$ cat src/rtl/stack_pkg.sv
// Shared types and constants for the operand-stack spill/fill controller.
package stack_pkg;

   localparam int          WIDTH      = 35;
   localparam logic [31:0] STACK_BASE = 32'h0010_0000;

   typedef enum logic [1:0] {
      IDLE  = 2'd0,
      SPILL = 2'd1,
      FILL  = 2'd2
   } fsm_e;

   // Byte address of a spilled stack slot (one 32-bit word per slot).
   function automatic logic [31:0] slot_addr(input logic [31:0] base, input logic [15:0] slot);
      return base + {14'd0, slot, 2'b00};
   endfunction

endpackage

$ cat src/rtl/stack_ring.sv
// On-chip ring holding the top entries of the operand stack.
// Per cycle: bottom insert/remove (memory traffic), then pop-n from top, then push.
module stack_ring
   import stack_pkg::*;
#(
   parameter int DEPTH = 8,
   parameter int W     = WIDTH,
   parameter int CW    = $clog2(DEPTH + 1)
) (
   input  logic          clk,
   input  logic          rst_b,
   input  logic          ins_bot,
   input  logic [W-1:0]  ins_data,
   input  logic          rem_bot,
   input  logic [10:0]   pop_n,
   input  logic          push,
   input  logic [W-1:0]  push_data,
   output logic [W-1:0]  top0,
   output logic [W-1:0]  top1,
   output logic [W-1:0]  bot,
   output logic [CW-1:0] cnt,
   output logic [CW-1:0] cnt_ack,
   output logic          push_drop
);

   localparam int IW = $clog2(DEPTH);

   logic [W-1:0]  ring_q [DEPTH];
   logic [W-1:0]  ring_d [DEPTH];
   logic [IW-1:0] top_q, top_d, bot_idx;
   logic [CW-1:0] cnt_q, cnt_d;
   logic [16:0]   c1, take, c2;

   // Bottom sits cnt-1 slots below top, modulo the ring size.
   assign bot_idx = top_q - IW'(cnt_q) + IW'(1);

   // Apply memory effect, then pop (clamped to what the ring holds), then push.
   always_comb begin
      ring_d    = ring_q;
      top_d     = top_q;
      push_drop = 1'b0;
      c1        = 17'(cnt_q) + 17'(ins_bot) - 17'(rem_bot);
      if (ins_bot) ring_d[bot_idx - IW'(1)] = ins_data;
      take  = ({6'd0, pop_n} <= c1) ? {6'd0, pop_n} : c1;
      c2    = c1 - take;
      top_d = top_q - IW'(take);
      if (push) begin
         if (c2 < 17'(DEPTH)) begin
            top_d         = top_d + IW'(1);
            ring_d[top_d] = push_data;
            c2            = c2 + 17'd1;
         end else begin
            push_drop = 1'b1;
         end
      end
      cnt_d = CW'(c2);
   end

   // Ring storage and pointers.
   always_ff @(posedge clk or negedge rst_b) begin
      if (!rst_b) begin
         for (int i = 0; i < DEPTH; i++) ring_q[i] <= '0;
         top_q <= '0;
         cnt_q <= '0;
      end else begin
         ring_q <= ring_d;
         top_q  <= top_d;
         cnt_q  <= cnt_d;
      end
   end

   assign top0    = (cnt_q != '0)       ? ring_q[top_q]          : '0;
   assign top1    = (cnt_q >= CW'(2))   ? ring_q[top_q - IW'(1)] : '0;
   assign bot     = ring_q[bot_idx];
   assign cnt     = cnt_q;
   assign cnt_ack = CW'(c1);

endmodule

$ cat src/rtl/stack_spill_ctl.sv
// Operand-stack controller: keeps the top of stack on chip, spills the
// bottom entry to memory above the high-water mark and fills below the low one.
module stack_spill_ctl
   import stack_pkg::*;
#(
   parameter int          DEPTH      = 8,
   parameter int          WIDTH      = stack_pkg::WIDTH,
   parameter int          HI_WATER   = 6,
   parameter int          LO_WATER   = 2,
   parameter int          MEM_DEPTH  = 4096,
   parameter logic [31:0] STACK_BASE = stack_pkg::STACK_BASE
) (
   input  logic             clk,
   input  logic             rst_b,
   input  logic             st__push_5a,
   input  logic [10:0]      st__to_pop_5a,
   input  logic [WIDTH-1:0] st__to_push_5a,
   output logic [WIDTH-1:0] st__top_0,
   output logic [WIDTH-1:0] st__top_1,
   output logic             st__busy,
   output logic [15:0]      st__depth,
   output logic             st__underflow,
   output logic             st__overflow,
   output logic             mem__req,
   output logic             mem__we,
   output logic [31:0]      mem__addr,
   output logic [WIDTH-1:0] mem__wdata,
   input  logic [WIDTH-1:0] mem__rdata,
   input  logic             mem__ack
);

   localparam int CW = $clog2(DEPTH + 1);
   localparam int MW = $clog2(MEM_DEPTH + 1);

   fsm_e             state_q, state_d;
   logic [MW-1:0]    mem_cnt_q, mem_cnt_d;
   logic             unf_q, unf_d, ovf_q, ovf_d;
   logic             req_q, req_d, we_q, we_d;
   logic [31:0]      addr_q, addr_d;
   logic [WIDTH-1:0] wdata_q, wdata_d;

   logic [CW-1:0]    cnt, cnt_ack;
   logic [WIDTH-1:0] bot;
   logic             push_drop;
   logic [16:0]      cnt17, mem17, ack17, n17, m;
   logic             spill_c, fill_c, full_c, spill_take, fill_take;

   assign cnt17 = 17'(cnt);
   assign mem17 = 17'(mem_cnt_q);
   assign ack17 = 17'(cnt_ack);
   assign n17   = {6'd0, st__to_pop_5a};

   assign spill_c = (cnt17 >= 17'(HI_WATER)) && (mem17 < 17'(MEM_DEPTH));
   assign fill_c  = (cnt17 < 17'(LO_WATER)) && (mem17 != '0);
   assign full_c  = (cnt17 >= 17'(HI_WATER)) && (mem17 == 17'(MEM_DEPTH));

   // An ack whose entry was popped away meanwhile (spill: ring empty; fill:
   // memory drained) is dropped rather than corrupting the stack.
   assign spill_take = (state_q == SPILL) && mem__ack && (cnt17 != '0);
   assign fill_take  = (state_q == FILL) && mem__ack && (mem17 != '0) && (cnt17 < 17'(DEPTH));

   stack_ring #(.DEPTH(DEPTH), .W(WIDTH), .CW(CW)) u_ring (
      .clk       (clk),
      .rst_b     (rst_b),
      .ins_bot   (fill_take),
      .ins_data  (mem__rdata),
      .rem_bot   (spill_take),
      .pop_n     (st__to_pop_5a),
      .push      (st__push_5a),
      .push_data (st__to_push_5a),
      .top0      (st__top_0),
      .top1      (st__top_1),
      .bot       (bot),
      .cnt       (cnt),
      .cnt_ack   (cnt_ack),
      .push_drop (push_drop)
   );

   // Memory count and sticky flags: ack effect, then pops that reach past the ring.
   always_comb begin
      m     = mem17;
      unf_d = unf_q;
      ovf_d = ovf_q | push_drop | ((state_q == IDLE) && full_c);
      if (spill_take) m = m + 17'd1;
      if (fill_take)  m = m - 17'd1;
      if (n17 > ack17) begin
         if ((n17 - ack17) <= m) begin
            m = m - (n17 - ack17);
         end else begin
            unf_d = 1'b1;
            m     = '0;
         end
      end
      mem_cnt_d = MW'(m);
   end

   // Spill/fill sequencer; request fields are latched on entry and held until ack.
   always_comb begin
      state_d = state_q;
      req_d   = req_q;
      we_d    = we_q;
      addr_d  = addr_q;
      wdata_d = wdata_q;
      case (state_q)
         IDLE: begin
            if (spill_c) begin
               state_d = SPILL;
               req_d   = 1'b1;
               we_d    = 1'b1;
               addr_d  = slot_addr(STACK_BASE, 16'(mem_cnt_q));
               wdata_d = bot;
            end else if (fill_c) begin
               state_d = FILL;
               req_d   = 1'b1;
               we_d    = 1'b0;
               addr_d  = slot_addr(STACK_BASE, 16'(mem17 - 17'd1));
               wdata_d = '0;
            end
         end
         SPILL, FILL: begin
            if (mem__ack) begin
               state_d = IDLE;
               req_d   = 1'b0;
               we_d    = 1'b0;
               addr_d  = '0;
               wdata_d = '0;
            end
         end
         default: state_d = IDLE;
      endcase
   end

   // Controller state registers.
   always_ff @(posedge clk or negedge rst_b) begin
      if (!rst_b) begin
         state_q   <= IDLE;
         mem_cnt_q <= '0;
         unf_q     <= 1'b0;
         ovf_q     <= 1'b0;
         req_q     <= 1'b0;
         we_q      <= 1'b0;
         addr_q    <= '0;
         wdata_q   <= '0;
      end else begin
         state_q   <= state_d;
         mem_cnt_q <= mem_cnt_d;
         unf_q     <= unf_d;
         ovf_q     <= ovf_d;
         req_q     <= req_d;
         we_q      <= we_d;
         addr_q    <= addr_d;
         wdata_q   <= wdata_d;
      end
   end

   assign st__busy      = (state_q != IDLE) | spill_c | fill_c;
   assign st__depth     = 16'(cnt17 + mem17);
   assign st__underflow = unf_q;
   assign st__overflow  = ovf_q;
   assign mem__req      = req_q;
   assign mem__we       = we_q;
   assign mem__addr     = addr_q;
   assign mem__wdata    = wdata_q;

endmodule

$ cat config.mk
export PLATFORM = sky130hd
export DESIGN_NAME = stack_spill_ctl
export DESIGN_NICKNAME = d
export VERILOG_FILES = /design/src/rtl/stack_pkg.sv /design/src/rtl/stack_ring.sv /design/src/rtl/stack_spill_ctl.sv
export SDC_FILE = /design/constraint.sdc
export NUM_CORES = 1
export LEC_CHECK = 0
export ABC_AREA = 1
export BUFFER_PORTS_ARGS = -buffer_cell sky130_fd_sc_hd__buf_2
export CAP_MARGIN = 20
export CORE_MARGIN = 8
export CORE_UTILIZATION = 40
export DETAILED_ROUTE_END_ITERATION = 16
export GPL_TIMING_DRIVEN = 0
export PLACE_DENSITY = 0.58
export RECOVER_POWER = 50
export SLEW_MARGIN = 20
export SYNTH_ARGS = -nofsm -noshare
export SYNTH_HDL_FRONTEND = slang
export SYNTH_HIERARCHICAL = 1
export SYNTH_SLANG_ARGS = --single-unit
export TNS_END_PERCENT = 100
$ cat constraint.sdc
create_clock -name clk -period 8.24 [get_ports clk]
set_input_delay 0 -clock clk [delete_from_list [all_inputs] [get_ports clk]]
set_output_delay 0 -clock clk [all_outputs]
set_load 0.01 [all_outputs]
==> metrics.md <==
| Metric | Value |
|---|---|
| Status | finished with violations |
| Failing checks | capacitance limit, slew limit |
| Hold wc startpoint | st__to_pop_5a[0] |
| Clock transition at path regs | approximately 60 ps |
| Residual DRC count | 0 |
| Placement Setup Slack | ~210 ps |
| Routed len/inst | 25.82 um |
| Net count, final | approximately 5,000 |
| Final Max Tran Viols | ~220 |
| Num CTS Buffers | 45 |
| Dominant cell type by area after synthesis | dfrtp_1 |
| IO Count | about 240 |
| Commonest non-fill, non-tap cell in the layout | nand2_1 |
| Crit end category | flop |
| Most frequent cells in the layout | nand2_1 (1,248), o21ai_0 (654), inv_1 (429) |
| Post-Syn Area per Cell | 6.496 um2 |
| Worst skew pair latency | 600 ps |
| Max cap viols | 3 |
| Clk_skew | 26.03 ps |
| DRT antenna net count | 0 |
| Yosys Warn Count | 6 |
| Grt met2 use | 0.5158 |
| Vias per cell | roughly 6.0 |
| CTS root buffer | clkbuf_16 |
| Fmax | roughly 130 MHz |
| Crit path DAT | approximately 8000 ps |
| Iter 0 DRT Violations | approximately 4,500 |
| Die height | roughly 290 um |
| Critical Path Source Type | flop |
| Synth top area share | 0.3066 |
| Fin crit period | slightly below 8000 ps |
| CTS tree | yes |
| Fill count | about 7,700 |
| FF-to-FF setup slack | about 520 ps |
| Gr usage total | 0.3507 |
| Detailed Route WL | 149.1 mm |
| Largest net degree at the start of global routing | 88 |
| Final count of hold timing violations | 0 |
| FF-to-FF path depth | 43 |
| Post-Layout Cell Count | ~5,800 |
| PnR worst setup slack | just over 500 ps |
| Die width | around 290 um |
| Worst r2r src | mem_cnt_q[1]$_DFF_PN0_ |
| Synthesized cell area | just under 30,000 um2 |
| Hold Crit Depth | 7 |
| Worst-margin pin slew | about 5300 ps |
| Placed cell count | 5,621 |
| Share of layout cells above drive strength 1 | 0.08171 |
| Worst path slowest cell | dfrtp_1 |
| Clk buf depth | 3 |
| Vias | roughly 34,000 |
| Unrepaired setup endpoints after global routing | no |
| Most Crowded Layer GR | met2 |
| Fin crit share | 0.9369 |
| Initial core utilization | 0.4046 |
| Worst Hold End | u_ring/cnt[0]$_DFF_PN0_ |
| CTS sink cnt | about 360 |
| Post-synth cell types | 56 |
| Worst hold path class | input pin to flop |
| Setup violations, final | 0 |
| First-pass detailed-route iteration total | 8 |
| CP dominant cell by count | nand2_1 |
| Slew margin rel. | -2.505 |
| Cell count after synthesis | between 4,000 and 5,000 |
| Met3 Usage GRT | 0.09791 |
| Sequential share of the synthesized area | 0.3066 |
| Number of port buffers | between 150 and 200 |
| Slowest stage delay, CP | about 500 ps |
| WP data required | around 8700 ps |
| Critical path type | flop to flop |
| First-pass GRT wire length | roughly 220 mm |
| Grt met1 use | 0.4697 |
| Worst reg2reg path endpoint | u_ring/ring_q[97]$_DFF_PN0_ |
| Final core utilization | 0.4662 |
| H-tree levels | 2 |
| Crit-path max FO | 10 |
| Layout area overhead | 15.23% |
| Vias in the first global route | between 30,000 and 40,000 |
| Initial antenna violation count | 5 |
| Post-synthesis sequential element count | roughly 360 |
| Dpl hpwl | approximately 110 mm |
| Synth area leaders | dfrtp_1 (31%), nand2_1 (16%), o21ai_0 (11%) |
| Total global routing overflow | 0 |
| Total core area | a little over 70,000 um2 |
| Placer congestion estimate | between 1 and 1.5 |
| # rows | a little under 100 |
| Overall die area | between 80,000 and 90,000 um2 |
## state kept, by name (all words and copies together) (netlist names)
register       count
mem__addr         15
mem_cnt_q         13
mem__wdata        35
u_ring/ring_q    280
st__overflow       1
u_ring/cnt         4
st__underflow      1
state_q            2
mem__we            1
u_ring/top_q       3
## synthesized netlist by cell type, drive strengths merged
library cell,count
nor2,126
buf,158
or2,5
nor3,15
o21bai,5
a221oi,1
a21oi,382
o21ai,658
and3b,1
nand4,20
clkinv,3
nand2,1256
xnor2,14
o221a,1
a31oi,71
fa,6
and2,1
o22ai,48
inv,443
a211oi,69
nand3,387
nand3b,6
clkbuf,221
dfrtp,355
a22oi,1
xor2,40
nor4,1
conb,1
nor2b,1
a2111oi,1
a21boi,3
nor3b,3
ha,79
o21a,2
o31ai,4
a311oi,34
a21o,2
o211ai,36
## metrics by stage
stage | hold WS (ps) | setup TNS [ps] | area [um2]
final | 65.34 | 0 | 33390
after CTS | 58.91 | 0 | 33510
after floorplan | -295.6 | 0 | 29030
after detailed placement | 2.268 | 0 | 31310
after global placement | 339.5 | -181140 | 31170
after global routing | 169.4 | 0 | 33380
## worst max-delay path by stage
stage	start	endpoint	slack (ps)	depth (start not counted)
global route	mem_cnt_q[1]$_DFF_PN0_	u_ring/ring_q[93]$_DFF_PN0_	1	43
detailed placement	mem_cnt_q[0]$_DFF_PN0_	u_ring/ring_q[164]$_DFF_PN0_	210	44
global placement	rst_b	u_ring/ring_q[229]$_DFF_PN0_	-590	1
finish	mem_cnt_q[1]$_DFF_PN0_	u_ring/ring_q[97]$_DFF_PN0_	520	43
floorplan	mem_cnt_q[0]$_DFF_PN0_	u_ring/ring_q[110]$_DFF_PN0_	1830	43
CTS	mem_cnt_q[0]$_DFF_PN0_	u_ring/ring_q[90]$_DFF_PN0_	180	38
## layer usage
layer,part of all wire,vias to the layer above
met5,0.00041,-
met4,0.053,5
met3,0.12,438
met2,0.42,2221
met1,0.41,16229
li1,-,15478
## kinds of logic (layout without fill, tap and decap cells)
logic type / after synthesis / count (layout) / synth area share
AOI/OAI and AO/OA: 1318 / 1318 / 0.2499
and+or+nand+nor: 1822 / 1822 / 0.2658
xor gates and xnor gates: 54 / 54 / 0.01710
buffers and inverters: 825 / 1171 / 0.1223
other: 1 / 19 / 0.0001294
adders and majority gates: 85 / 85 / 0.03826
DFF: 355 / 355 / 0.3066
## what timing repair did
item                                   4_1_cts  5_1_grt
hold buffers                                76        0
resized for setup                            0        7
setup endpoints to repair                    0      280
setup buffers                                0        1
endpoints found under the hold margin      514        0
## layout make-up
cell class	instances	area [um2]	area share
diodes	2	5.005	0.0001499
plain buffers	379	1873	0.05610
clock buffers	61	1296	0.03882
clock inverters	13	121.4	0.003635
inverters	446	1674	0.05014
multi-input cells	3296	16620	0.4979
flip-flops and latches	355	8885	0.2661
well taps	950	1189	0.03560
repair buffers	272	1720	0.05153
## worst max-delay path: cells and delay by family (launching register included)
kind / cells / cell delay [ps]
AND/OR/NAND/NOR: 24 / 2900
adder cells (fa/ha/maj): 7 / 2150
buffers and inverters: 8 / 1220
AO/OA/AOI/OAI: 3 / 520
flip-flops: 1 / 500
XOR/XNOR: 1 / 330
Power is not shown: default switching activity piles up to over one toggle a cycle in this logic, so the estimate is an artifact.
